===== src/rtl/fetch_pkg.sv =====
// fetch_pkg: shared fetch/decode types and occupancy states for the IF/ID queue.
package fetch_pkg;
  localparam int XLEN = 64;
  localparam int ILEN = 32;
  typedef struct packed {
    logic [XLEN-1:0] pc;
    logic [ILEN-1:0] instr;
  } fetch_entry_t;
  typedef enum logic [1:0] {
    OCC_EMPTY,
    OCC_PARTIAL,
    OCC_FULL
  } occ_state_t;
endpackage


===== src/rtl/ifq_ptr_ctr.sv =====
// ifq_ptr_ctr: wrapping queue pointer with clear and increment; clear has priority.
module ifq_ptr_ctr #(
  parameter int W = 2
) (
  input  logic         clk,
  input  logic         reset_n,
  input  logic         i_inc,
  input  logic         i_clr,
  output logic [W-1:0] o_ptr
);
  logic [W-1:0] r_ptr;
  always_ff @(posedge clk or negedge reset_n)
    if (!reset_n) r_ptr <= '0;
    else if (i_clr) r_ptr <= '0;
    else if (i_inc) r_ptr <= r_ptr + 1'b1;
  assign o_ptr = r_ptr;
endmodule


===== src/rtl/if_id_queue.sv =====
// if_id_queue: in-order decoupling FIFO between fetch and decode, flushed on redirect.
// Optional IFQ_BYPASS_EN: an empty queue forwards the incoming entry to decode combinationally.
module if_id_queue
  import fetch_pkg::*;
#(
  parameter int DEPTH = 4,
  parameter int XLEN  = fetch_pkg::XLEN,
  parameter int ILEN  = fetch_pkg::ILEN
) (
  input  logic                       clk,
  input  logic                       reset_n,
  input  logic                       flush,
  input  logic                       in_valid,
  output logic                       in_ready,
  input  logic [XLEN-1:0]            in_pc,
  input  logic [ILEN-1:0]            in_instr,
  output logic                       out_valid,
  input  logic                       out_ready,
  output logic [XLEN-1:0]            out_pc,
  output logic [ILEN-1:0]            out_instr,
  output logic [$clog2(DEPTH):0]     count
);
  localparam int AW = $clog2(DEPTH);
  localparam int CW = AW + 1;
  localparam logic [CW-1:0] FULL_CNT = CW'(DEPTH);
  fetch_entry_t  r_mem [DEPTH];
  occ_state_t    r_state, w_state_nxt;
  logic [CW-1:0] r_count, w_count_nxt;
  logic [AW-1:0] w_rd_ptr, w_wr_ptr;
  logic          w_enq, w_deq, w_wr, w_rd, w_byp;
  fetch_entry_t  w_head;
`ifdef IFQ_BYPASS_EN
  assign w_byp     = (r_state == OCC_EMPTY) & in_valid & ~flush;
  assign out_valid = (r_state != OCC_EMPTY) | w_byp;
  assign out_pc    = w_byp ? in_pc : w_head.pc;
  assign out_instr = w_byp ? in_instr : w_head.instr;
`else
  assign w_byp     = 1'b0;
  assign out_valid = r_state != OCC_EMPTY;
  assign out_pc    = w_head.pc;
  assign out_instr = w_head.instr;
`endif
  assign in_ready = r_state != OCC_FULL;
  assign count    = r_count;
  assign w_head   = r_mem[w_rd_ptr];
  assign w_enq    = in_valid & in_ready & ~flush;
  assign w_deq    = out_valid & out_ready & ~flush;
  // a bypassed entry consumed this cycle never touches storage
  assign w_wr     = w_enq & ~(w_byp & out_ready);
  assign w_rd     = w_deq & ~w_byp;
  always_comb begin
    w_state_nxt = r_state;
    w_count_nxt = flush ? '0 : r_count + CW'(w_wr) - CW'(w_rd);
    if (flush) w_state_nxt = OCC_EMPTY;
    else
      case (r_state)
        OCC_EMPTY:   w_state_nxt = w_wr ? OCC_PARTIAL : OCC_EMPTY;
        OCC_PARTIAL: w_state_nxt = (w_wr & ~w_rd & (r_count == FULL_CNT - 1'b1)) ? OCC_FULL :
                                   (w_rd & ~w_wr & (r_count == CW'(1))) ? OCC_EMPTY : OCC_PARTIAL;
        OCC_FULL:    w_state_nxt = w_rd ? OCC_PARTIAL : OCC_FULL;
        default:     w_state_nxt = OCC_EMPTY;
      endcase
  end
  always_ff @(posedge clk or negedge reset_n)
    if (!reset_n) begin
      r_state <= OCC_EMPTY;
      r_count <= '0;
    end else begin
      r_state <= w_state_nxt;
      r_count <= w_count_nxt;
    end
  always_ff @(posedge clk or negedge reset_n)
    if (!reset_n) for (int i = 0; i < DEPTH; i++) r_mem[i] <= '0;
    else if (w_wr) r_mem[w_wr_ptr] <= '{pc: in_pc, instr: in_instr};
  ifq_ptr_ctr #(.W(AW)) u_rd_ptr (
    .clk(clk), .reset_n(reset_n), .i_inc(w_rd), .i_clr(flush), .o_ptr(w_rd_ptr)
  );
  ifq_ptr_ctr #(.W(AW)) u_wr_ptr (
    .clk(clk), .reset_n(reset_n), .i_inc(w_wr), .i_clr(flush), .o_ptr(w_wr_ptr)
  );
endmodule

===== config.mk =====
export PLATFORM = sky130hd
export DESIGN_NAME = if_id_queue
export DESIGN_NICKNAME = d
export VERILOG_FILES = /design/src/rtl/fetch_pkg.sv /design/src/rtl/ifq_ptr_ctr.sv /design/src/rtl/if_id_queue.sv
export SDC_FILE = /design/constraint.sdc
export NUM_CORES = 1
export LEC_CHECK = 0
export BUFFER_PORTS_ARGS = -buffer_cell sky130_fd_sc_hd__buf_2
export CORE_UTILIZATION = 45
export CTS_BUF_LIST = sky130_fd_sc_hd__clkbuf_2
export DETAILED_ROUTE_END_ITERATION = 7
export GPL_ROUTABILITY_DRIVEN = 0
export GPL_TIMING_DRIVEN = 1
export PLACE_DENSITY = 0.73
export SYNTH_ARGS = -nofsm -noshare
export SYNTH_HDL_FRONTEND = slang
export SYNTH_SLANG_ARGS = --single-unit

===== constraint.sdc =====
create_clock -name clk -period 1.8 [get_ports clk]
set_input_delay 0.18 -clock clk [delete_from_list [all_inputs] [get_ports clk]]
set_output_delay 0.18 -clock clk [all_outputs]
set_load 0.005 [all_outputs]

# --- Yosys cells after proc, flatten, opt, wreduce, memory -nomap -nowiden ---
# Cells that the tools add are included.
word_totals:
  regBits: 393
  word_cells: 59
classes:
  addsub: 4
  magnitude_cmp: 3
  eq_ne: 5
  mux: 17
  bitwise_logic: 13
  n_reduce_logical: 5
op_table:
  columns: ["cell", "count"]
  rows:
  - ["384-bit bitwise mux", 1]
  - ["96-bit two-way mux", 3]
  - ["96-bit binary-select mux with 2-bit select", 1]
  - ["96-bit demux with 2-bit select", 1]
  - ["2-bit two-way mux", 7]
  - ["1-bit AND", 8]
  - ["3-bit >= comparator (second input constant)", 2]
  - ["2-bit NOT with 3-bit output", 2]
  - ["2-bit case mux with 3 select lines", 1]
  - ["2-bit nonzero test", 3]
  - ["2-bit by 1-bit adder with 2-bit output (second input constant)", 2]
  - ["3-bit by 1-bit adder with 3-bit output", 1]
  - ["3-bit by 1-bit == test with 1-bit output (second input constant)", 1]
  - ["3-bit by 2-bit == test with 1-bit output (second input constant)", 1]
  - ["3-bit by 1-bit < comparator with 1-bit output (second input constant)", 1]
  - ["3-bit two-way mux", 1]
  - ["1-bit NOT", 3]
  - ["3-bit by 1-bit subtractor with 3-bit output", 1]
  - ["2-bit by 1-bit == test with 1-bit output (second input constant)", 1]
  - ["2-bit == test (second input constant)", 1]
  - ["2-bit logical NOT", 1]
  - ["1-bit two-way mux", 2]
  - ["2-bit != test (second input constant)", 1]
  - ["1-bit logical AND", 1]

# --- Depth between registers and ports, before layout ---
depth:
  depth_word: 10
  ltp_mapped: 10

# --- Modules after synthesis ---
# Synthesis repeated with hierarchy kept, for this count alone.
hier_totals:
  hier_cells: 984
  area_unflattened_um2: 17227.8
modules_own_cells:
  columns: ["module", "instances", "cells_each", "area_each_um2"]
  rows:
  - ["if_id_queue", 1, 970, 17050.1]
  - ["ifq_ptr_ctr", 2, 7, 88.8]

# --- Worst setup path before layout ---
# OpenSTA, ideal clock, no wires.
synth_path:
  path_type: "register to register"
  from: "reg r_state[1]"
  to: "reg r_count[2], in the netlist count[2]"
  setup_ps: 132
  t_arrival_ps: 1678
  slack_ps: -10
  stages_incl_launch_ff: 10
  path_buffers: 0
  synth_period_minus_slack_ps: 1810
  cell_sequence: "dfrtp_1 -> nor2b_4 -> inv_4 -> o221ai_1 -> nor2_1 -> ha_1 -> inv_1 -> fa_1 -> xnor2_1 -> nor2_1"
synth_between:
  elab_chain_cells: 6
  word_cells_on_any_way: 9
synth_rtl:
  columns: ["item", "line", "rtl"]
  rows:
  - ["start, declared", "if_id_queue.sv:27", "occ_state_t r_state, w_state_nxt;"]
  - ["start signal, assigned", "if_id_queue.sv:69", "r_state <= w_state_nxt;"]
  - ["2-bit != test", "if_id_queue.sv:43", "assign in_ready = r_state != OCC_FULL;"]
  - ["net in_ready", "if_id_queue.sv:14", "output logic in_ready,"]
  - ["1-bit AND (2 in a row)", "if_id_queue.sv:46", "assign w_enq = in_valid & in_ready & ~flush;"]
  - ["3-bit by 1-bit adder with 3-bit output", "if_id_queue.sv:53", "w_count_nxt = flush ? '0 : r_count + CW'(w_wr) - CW'(w_rd);"]
  - ["3-bit by 1-bit subtractor with 3-bit output", "if_id_queue.sv:53", null]
  - ["3-bit two-way mux", "if_id_queue.sv:53", null]
  - ["net w_count_nxt[2]", "if_id_queue.sv:28", "logic [CW-1:0] r_count, w_count_nxt;"]
  - ["end signal, assigned", "if_id_queue.sv:70", "r_count <= w_count_nxt;"]
  - ["end, declared", "if_id_queue.sv:28", null]
# The timed path passes the listed nets, and every way through them passes these cells.
# A chain may end at the register's enable or synchronous reset.

# --- Final worst setup path ---
layout_path:
  from: "reg u_rd_ptr.r_ptr[0], in the netlist u_rd_ptr.o_ptr[0]"
  to: "out out_instr[13]"
layout_between:
  elab_chain_cells: 4
layout_rtl:
  columns: ["item", "line", "rtl"]
  rows:
  - ["start, declared", "ifq_ptr_ctr.sv:11", "logic [W-1:0] r_ptr;"]
  - ["start signal, assigned", "ifq_ptr_ctr.sv:15", "else if (i_inc) r_ptr <= r_ptr + 1'b1;"]
  - ["2-bit NOT with 3-bit output (implied by the code)", "if_id_queue.sv:45", "assign w_head = r_mem[w_rd_ptr];"]
  - ["96-bit binary-select mux with 2-bit select", "if_id_queue.sv:45", null]
  - ["96-bit two-way mux (implied by the code) (2 in a row)", "if_id_queue.sv:45", null]
  - ["end, declared", "if_id_queue.sv:20", "output logic [ILEN-1:0] out_instr,"]
# Every way passes these cells. The select of a mux whose other input is x is not followed.

==> results.sh <==
export IMPL_vias=11700
export IMPL_arrival_ns=2.57
export IMPL_viasPerCell=5.31
export IMPL_ir_drop_uv=806
export IMPL_core_sq_um=38800
export IMPL_clock_latency_ns=1.09
export IMPL_row_count=72
export IMPL_final_nets=1709
export IMPL_slew_headroom_pct=65.6
export IMPL_synth_ff_type="dfrtp_1"
export IMPL_cts_tree="done"
export IMPL_area_growth_pct=44.8
export IMPL_worstMarginPinSlew_ns=0.516
export IMPL_yosysTopAreaCellShare_pct=55.3
export IMPL_overflow=0
export IMPL_rsz0062_at_grt="yes"
export IMPL_drt_iter0_drc=540
export IMPL_fin_crit_sh_pct=153
export IMPL_synthCells=990
export IMPL_clockRootBuffer="clkbuf_2"
export IMPL_dp_slack_ns=-0.0350
export IMPL_finalPower_mw=25.4
export IMPL_synthTopCellsByArea="dfrtp_1 (55%), mux2_2 (14%), mux2_4 (14%)"
export IMPL_ios=202
export IMPL_dieHeight_um=201
export IMPL_yosysSeqAreaShare_pct=55.3
export IMPL_path_cells="buf_12 -> buf_4 -> mux4_2 -> buf_6"
export IMPL_setup_violations=483
export IMPL_grt_use_total_pct=22.0
export IMPL_grt_max_degree=59
export IMPL_path_clk_slew_ns=0.11
export IMPL_path_max_fanout=13
export IMPL_finalHoldViolCount=0
export IMPL_criticalPathCategory="reg2out"
export IMPL_antenna_found_initial=3
export IMPL_startpoint_type="flop"
export IMPL_finalNonFillerCells=2198
export IMPL_synth_most_common_cell="dfrtp_1"
export IMPL_drv_slew=0
export IMPL_grt_pass1_wl_um=69500
export IMPL_cp_required_ns=1.62
export IMPL_max_cap_viol_count=0
export IMPL_run_status="complete, but fails checks"
export IMPL_wl_per_cell_um=22.8
export IMPL_portBuffers=201
export IMPL_ys_warn_count=0
export IMPL_ys_types=34
export IMPL_hold_class="in2async"
export IMPL_dieArea_sq_um=40300
export IMPL_p_leak_nw=13.0
export IMPL_antenna_left=0
export IMPL_syn_area_sq_um=17800
export IMPL_synth_area_per_cell_sq_um=18.0
export IMPL_ys_top_cells_by_count="dfrtp_1 (393), mux2_2 (224), mux2_4 (160), mux4_2 (96), buf_2 (30)"
export IMPL_finalWorstSetupSlack_ns=-0.947
export IMPL_syn_nets=1097
export IMPL_drc=0
export IMPL_synth_area_leader_cell="dfrtp_1"
export IMPL_async_flop_share_pct=100
export IMPL_drive_gt1_share_pct=61.3
export IMPL_skew_ns=0.0777
export IMPL_cts_buffers=101
export IMPL_violations="negative setup slack"
export IMPL_cts_buffer_depth=3
export IMPL_hpwl_um=24700
export IMPL_crit_slowest_cell="mux4_2"
export IMPL_h_tree_depth=3
export IMPL_synth_edf_count=0
export IMPL_grt_pass1_vias=12600
export IMPL_first_pass_iters=5
export IMPL_die_x_um=201
export IMPL_dp_cells=1713
export IMPL_endpoint_kind="output pin"
export IMPL_start_util_pct=45.8
export IMPL_p_per_area_nw_per_um2=987
export IMPL_finalCriticalPeriod_ns=2.75
export IMPL_cpPeakStageDelay_ns=0.56
export IMPL_clkSinkCount=393
export IMPL_wirelength_um=50100
export IMPL_fmax_mhz=364
export IMPL_ys_ff_latch=393
-- registers in the layout (all words and copies together) (netlist names) --
name / cells
r_mem: 384
count: 3
r_state: 2
u_rd_ptr.o_ptr: 2
u_wr_ptr.o_ptr: 2
-- worst max-delay path: cells and delay by family (launching register included) --
family                 cells  cell delay [ns]
buffers and inverters      3             0.48
flip-flops                 1             0.46
multiplexers               1             0.56
-- through the flow --
stage	setup TNS [ns]	util (%)	hold WS (ns)	area [sq um]
final	-151.72	66.3	0.203	25700
after floorplan	0	-	-0.116	17800
after detailed placement	-0.0350	51.5	0.136	20000
after CTS	-139.76	61.0	0.0307	23700
after global routing	-184.78	66.3	0.0895	25700
after global placement	0	51.5	0.138	20000
-- layout by cell type (no fill, tap or decap), drive strengths merged, types with 4 or more instances in the layout --
| cell type | Yosys | layout |
|---|---|---|
| ha | 5 | 5 |
| dfrtp | 393 | 393 |
| mux4 | 96 | 96 |
| nor2 | 5 | 5 |
| clkbuf | 8 | 175 |
| diode | 0 | 8 |
| mux2 | 384 | 384 |
| nand3 | 7 | 7 |
| inv | 6 | 8 |
| dlygate4sd3 | 0 | 202 |
| buf | 58 | 342 |
| clkinv | 0 | 24 |
| a21oi | 4 | 4 |
-- kinds of logic (layout without fill, tap and decap cells) --
| logic type | count (synthesis) | after routing | synth area share (%) |
|---|---|---|---|
| xor+xnor | 4 | 4 | 0.197 |
| fa+ha+maj | 6 | 6 | 0.465 |
| flops | 393 | 393 | 55.3 |
| mux | 480 | 480 | 39.9 |
| buf+inv | 72 | 754 | 2.70 |
| simple gates | 24 | 24 | 1.05 |
| other cells | 0 | 8 | 0 |
| compound gates | 11 | 11 | 0.401 |
-- per-layer routing --
| layer | vias to the layer above | wire length (um) | global-route usage (%) |
|---|---|---|---|
| li1 | 5004 | - | - |
| met1 | 6268 | 22300 | 29.0 |
| met2 | 318 | 24400 | 35.3 |
| met3 | 85 | 2300 | 5.26 |
| met4 | 0 | 1130 | 8.42 |
| met5 | - | 0 | 0 |
-- worst paths after layout --
kind                                    from  slack (ns)             to  cells after the start
max in group asynchronous            reset_n        0.89      r_mem[27]                      5
min                                  reset_n        0.20     r_mem[376]                      4
max                        u_rd_ptr.o_ptr[0]       -0.95  out_instr[13]                      4
min in group clk                   in_pc[54]        0.48      r_mem[86]                      4
min reg2reg                       r_mem[301]        0.51     r_mem[301]                      1
max reg2reg                       r_state[0]       -0.34       count[1]                     10
-- timing repair --
item | in CTS | in global routing
setup endpoints to repair | 112 | 484
resized for setup | 112 | 213
cloned | 5 | 39
endpoints found under the hold margin | 786 | 0
hold buffers | 203 | 0
buffers inserted | 19 | 41
pin swaps | 5 | 9
-- where the power goes --
| group | leakage [nW] | internal, mW | switching (mW) | total (mW) |
|---|---|---|---|---|
| logic | 7.38 | 4.91 | 2.16 | 7.08 |
| registers | 4.93 | 10.9 | 1.24 | 12.1 |
| clock network | 0.682 | 2.43 | 3.77 | 6.19 |
| total | 13.0 | 18.2 | 7.18 | 25.4 |
-- final cells by class --
class	count	area, sq um
Fill cell	2576	13100
Sequential cell	393	9840
Multi-Input combinational cell	525	8220
Timing Repair Buffer	575	6090
Clock buffer	144	721
Tap cell	518	648
Clock inverter	29	174
Inverter	6	25.0
Antenna cell	8	20.0
Note: power is estimated with default switching activity, not from simulation.
